<file path="config.mk">
export PLATFORM = sky130hd
export DESIGN_NAME = div_seq
export DESIGN_NICKNAME = d
export VERILOG_FILES = /design/src/rtl/div_seq.sv
export SDC_FILE = /design/constraint.sdc
export NUM_CORES = 1
export LEC_CHECK = 0
export BUFFER_PORTS_ARGS = -buffer_cell sky130_fd_sc_hd__buf_2
export CELL_PAD_IN_SITES_DETAIL_PLACEMENT = 1
export CELL_PAD_IN_SITES_GLOBAL_PLACEMENT = 1
export CORE_MARGIN = 10
export CORE_UTILIZATION = 47
export DETAILED_ROUTE_END_ITERATION = 10
export GPL_TIMING_DRIVEN = 0
export PLACE_DENSITY_LB_ADDON = 0.1
export SETUP_SLACK_MARGIN = 0.5
export SKIP_LAST_GASP = 1
export SLEW_MARGIN = 20
export SYNTH_ARGS = -nofsm -noshare
export SYNTH_HDL_FRONTEND = slang
export SYNTH_SLANG_ARGS = --single-unit
</file>
<file path="constraint.sdc">
create_clock -name clk -period 7.8 [get_ports clk]
set_input_delay 2.34 -clock clk [delete_from_list [all_inputs] [get_ports clk]]
set_output_delay 2.34 -clock clk [all_outputs]
set_load 0.005 [all_outputs]
</file>
<file path="src/rtl/div_seq.sv">
// Sequential restoring divider for the EX stage: signed (DIV) and unsigned (DIVU),
// one quotient bit per cycle, result returned as {remainder, quotient}.
module div_seq #(
  parameter int DATA_W = 32
) (
  input  logic                  clk,
  input  logic                  rst,
  input  logic                  signed_div_i,
  input  logic [DATA_W-1:0]     opdata1_i,
  input  logic [DATA_W-1:0]     opdata2_i,
  input  logic                  start_i,
  input  logic                  annul_i,
  output logic [2*DATA_W-1:0]   result_o,
  output logic                  ready_o,
  output logic                  stallreq_o
);

  typedef enum logic [1:0] {FREE, BYZERO, ON, END} state_t;

  localparam logic [5:0] CNT_LAST = 6'(DATA_W);

  state_t              r_state;
  logic [5:0]          r_cnt;
  logic [DATA_W-1:0]   r_dvd;
  logic [DATA_W-1:0]   r_rem;
  logic [DATA_W-1:0]   r_div;
  logic                r_neg_q;
  logic                r_neg_r;

  logic [DATA_W:0]     w_shift;
  logic [DATA_W:0]     w_diff;
  logic                w_qbit;

  function automatic logic [DATA_W-1:0] f_abs(input logic sg, input logic [DATA_W-1:0] v);
    return (sg && v[DATA_W-1]) ? (~v + 1'b1) : v;
  endfunction

  function automatic logic [DATA_W-1:0] f_neg_if(input logic neg, input logic [DATA_W-1:0] v);
    return neg ? (~v + 1'b1) : v;
  endfunction

  // Trial subtraction; the borrow out of the extra top bit marks a negative result.
  assign w_shift = {r_rem, r_dvd[DATA_W-1]};
  assign w_diff  = w_shift - {1'b0, r_div};
  assign w_qbit  = ~w_diff[DATA_W];

  assign stallreq_o = start_i & ~annul_i & ~ready_o;

  always_ff @(posedge clk) begin
    if (rst) begin
      r_state  <= FREE;
      r_cnt    <= '0;
      r_dvd    <= '0;
      r_rem    <= '0;
      r_div    <= '0;
      r_neg_q  <= 1'b0;
      r_neg_r  <= 1'b0;
      ready_o  <= 1'b0;
      result_o <= '0;
    end else begin
      case (r_state)
        FREE: begin
          ready_o  <= 1'b0;
          result_o <= '0;
          if (start_i && !annul_i) begin
            r_neg_q <= signed_div_i & (opdata1_i[DATA_W-1] ^ opdata2_i[DATA_W-1]);
            r_neg_r <= signed_div_i & opdata1_i[DATA_W-1];
            r_dvd   <= f_abs(signed_div_i, opdata1_i);
            r_div   <= f_abs(signed_div_i, opdata2_i);
            r_rem   <= '0;
            r_cnt   <= '0;
            r_state <= (opdata2_i == '0) ? BYZERO : ON;
          end
        end
        BYZERO: begin
          r_dvd   <= '0;
          r_rem   <= '0;
          r_state <= END;
        end
        ON: begin
          if (annul_i) begin
            r_dvd   <= '0;
            r_rem   <= '0;
            r_cnt   <= '0;
            r_state <= FREE;
          end else if (r_cnt != CNT_LAST) begin
            r_dvd <= {r_dvd[DATA_W-2:0], w_qbit};
            r_rem <= w_qbit ? w_diff[DATA_W-1:0] : w_shift[DATA_W-1:0];
            r_cnt <= r_cnt + 6'd1;
          end else begin
            r_dvd   <= f_neg_if(r_neg_q, r_dvd);
            r_rem   <= f_neg_if(r_neg_r, r_rem);
            r_state <= END;
          end
        end
        END: begin
          if (start_i) begin
            ready_o  <= 1'b1;
            result_o <= {r_rem, r_dvd};
          end else begin
            ready_o  <= 1'b0;
            result_o <= '0;
            r_state  <= FREE;
          end
        end
        default: r_state <= FREE;
      endcase
    end
  end

endmodule

</file>
==> impl_metrics.csv <==
group,metric,value,unit
sta,final_max_slew_viol_count,0,
synthesis,async_flop_share,0,%
clock_network,cts_tree,"done",
grt,grt_pass1_wl,69600,um
power_and_ir_drop,leakagePower,4.91,nW
clock_network,cts.path.max_buffers,2,
grt,grt_max_degree,19,
final_layout,nets,1754,
routing,via_per_inst,6.24,
grt,antenna_found_initial,0,
routing,ant_nets,0,
synthesis,synth_fp_nets,1602,
placed_design,gp_congestion,0.948,
placed_design,port_buffers,133,
routing,vias,12327,
sta,clock.fmax,0.180,GHz
power_and_ir_drop,power_per_cell_area,385,nW/um^2
sta,worst_pin_slew,1.16,ns
clock_network,ctsResizeCount,0,
clock_network,cts_max_level,4,
synthesis,synth_cells,1490,
synthesis,yosysWarnings,0,
sta,tns,0,ns
setup_path,worstPathRequired,8.10,ns
clock_network,cts.sinks,171,
synthesis,ys_seq_elements,171,
setup_path,path_max_fanout,7,
sta,period_needed,5.54,ns
synthesis,netlist_area,11200,um^2
final_layout,syn_to_final_growth,15.1,%
setup_path,worstPathArrival,5.84,ns
grt,grt_pass1_vias,12470,
die,die_area,30500,um^2
synthesis,ys.flop_type,"dfxtp_1",
die,die_h,175,um
clock_network,path_clk_slew,0.08,ns
synthesis,synth_area_per_cell,7.54,um^2
setup_path,endpoint_kind,"register",
die,initial_core_util,47.9,%
sta,finalHoldViolations,0,
die,coreArea,23500,um^2
clock_network,clock_latency,0.45,ns
sta,rsz0062_at_grt,"no",
clock_network,cts_setup_buffers,0,
sta,finalClockSkew,0.0154,ns
placed_design,hpwl,34200,um
die,fp-row-count,56,
synthesis,synth_cell_types,62,
clock_network,cts-root-buf,"clkbuf_16",
routing,drc,0,
final_layout,drive_above_1_share,11.1,%
run_status,status,"complete, no violations",
routing,drt_iter0_markers,1086,
power_and_ir_drop,ir_drop,0.000158,V
final_layout,diodes,0,
die,ios,135,
flow_run,drv_cap,0,
routing,dr.pass1.iters,5,
sta,maxSlewHeadroom,22.1,%
grt,track_usage,28.1,%
die,die_width,175,um
setup_path,critPathKind,"input pin to register",
synthesis,seq_area_frac_synth,30.5,%
synthesis,synth_edf_count,0,
routing,routedWlPerCell,22.5,um
routing,wirelength,44300,um
setup_path,startpoint_type,"input pin",
power_and_ir_drop,power,0.00498,W
grt,grt_overflow_total,0,
clock_network,postCtsHoldBufs,0,
worst_hold_path,hold_path.class,"register to register",
sta,finalSetupViolCount,0,
sta,min_period_over_period,71.1,%
clock_network,cts_buffers,17,
-- power by group --
part	internal, W	switching, W	leakage, nW
logic	0.000988	0.00187	3.21
clock network	0.000493	0.000440	0.307
registers	0.00100	0.000193	1.39
total	0.00248	0.00250	4.91
-- layer usage --
layer / up-vias / GRT usage [%] / wire (um)
met5: - / 0 / 0
met4: 0 / 7.56 / 809
met3: 55 / 6.55 / 4150
met2: 507 / 43.2 / 19300
met1: 6000 / 38.5 / 20100
li1: 5765 / - / -
-- metrics by stage --
stage	instance area, um^2	utilization, %	hold WS, ns	std cells	setup slack [ns]
6_report	12900	55.1	0.474	1974	2.26
5_1_grt	12900	55.1	0.515	1974	1.94
4_1_cts	12900	55.1	0.470	1974	1.93
3_5_place_dp	12300	52.4	0.459	1942	1.47
3_3_place_gp	12300	52.4	0.442	1942	1.66
2_1_floorplan	11200	-	0.432	1490	2.70
-- path summary, 6_finish.rpt --
check,end,slack [ns],start,cells after the start
setup / recovery,r_dvd[30],2.26,opdata1_i[7],10
hold / removal,r_div[31],0.47,r_div[31],2
setup reg to reg,r_rem[2],3.01,r_dvd[31],14
hold reg to reg,r_div[31],0.47,r_div[31],2
-- worst max-delay path, stage by stage --
cell and delay [ns]:
buf_2 0.13, or4_1 0.57, or3_1 0.42, nor4_2 0.71, nor4bb_1 0.67, a31oi_1 0.20
xnor2_1 0.35, o21ai_0 0.17, nor3_1 0.20, nor4_1 0.07
-- cells in the mapped netlist (5+ instances only) --
cell | count | area share, %
inv_1 | 57 | 1.9
a31oi_1 | 15 | 0.84
nor3_1 | 35 | 1.6
nand3_1 | 20 | 0.89
a221oi_1 | 7 | 0.55
nor3b_1 | 5 | 0.33
nand3b_1 | 7 | 0.47
o221ai_1 | 18 | 1.4
or2_2 | 5 | 0.28
o211ai_1 | 16 | 1.1
a211oi_1 | 45 | 3.0
o22ai_1 | 16 | 0.89
and2_1 | 6 | 0.33
o31ai_1 | 23 | 1.5
mux2i_1 | 19 | 1.7
a21o_1 | 8 | 0.53
nand2b_1 | 24 | 1.3
xor2_1 | 50 | 3.9
xnor2_1 | 42 | 3.3
clkbuf_1 | 95 | 3.2
or4_1 | 24 | 1.6
a311oi_1 | 6 | 0.47
o21ai_0 | 112 | 5.0
and3_1 | 6 | 0.33
nor4_1 | 15 | 0.84
nand2_1 | 103 | 3.4
nor2_1 | 222 | 7.4
a21boi_0 | 5 | 0.33
a21oi_1 | 86 | 3.8
nand4_1 | 6 | 0.33
nor2b_1 | 5 | 0.28
o41ai_1 | 9 | 0.70
a22oi_1 | 78 | 5.2
or3_1 | 23 | 1.3
dfxtp_1 | 171 | 30
o21a_1 | 10 | 0.67
ha_1 | 42 | 4.7
-- layout by cell type (no fill, tap or decap), types with 6 or more instances in the layout --
cell type  synthesis  routed
xnor2_1           42      42
buf_2              4     137
or3_1             23      23
nor4_1            15      14
a31oi_1           15      15
nand2_1          103     103
or4_1             24      24
clkbuf_16          0      17
a211oi_1          45      45
o31ai_1           23      23
nand4_1            6       6
a21o_1             8       8
o21a_1            10      10
nand3_1           20      20
dfxtp_1          171     171
clkbuf_1          95      95
nand3b_1           7       7
o22ai_1           16      16
a311oi_1           6       6
nand2b_1          24      24
and2_1             6       6
o21ai_0          112     112
mux2i_1           19      19
ha_1              42      42
o211ai_1          16      16
inv_1             57      57
and3_1             6       6
o221ai_1          18      18
nor2_1           222     222
a21oi_1           86      86
nor3_1            35      35
o41ai_1            9       9
a221oi_1           7       7
xor2_1            50      50
a22oi_1           78      78
-- cells by family (layout without fill, tap and decap cells) --
| family | after synthesis | after routing | share of synthesized area (%) |
|---|---|---|---|
| AOI/OAI and AO/OA | 486 | 486 | 28.6 |
| xor gates and xnor gates | 92 | 92 | 7.17 |
| adders and majority gates | 43 | 43 | 4.85 |
| buffers and inverters | 160 | 325 | 5.39 |
| DFF | 171 | 171 | 30.5 |
| muxes | 19 | 19 | 1.69 |
| and+or+nand+nor | 519 | 519 | 21.9 |
-- state kept, by name, summed over array words and instances (netlist names) --
register	count
r_neg_r	1
r_state	2
result_o	64
r_rem	32
r_dvd	32
ready_o	1
r_neg_q	1
r_div	32
r_cnt	6
-- layout make-up --
type / instances / area, um^2
fill: 3014 / 10500
tap: 319 / 399
timing repair buffer: 133 / 666
sequential: 171 / 3420
clock buffer: 17 / 425
multi-input combinational: 1159 / 7220
inverter: 57 / 214
buffer: 103 / 392
clock inverter: 15 / 201
Power figures use the tool's default switching activity.
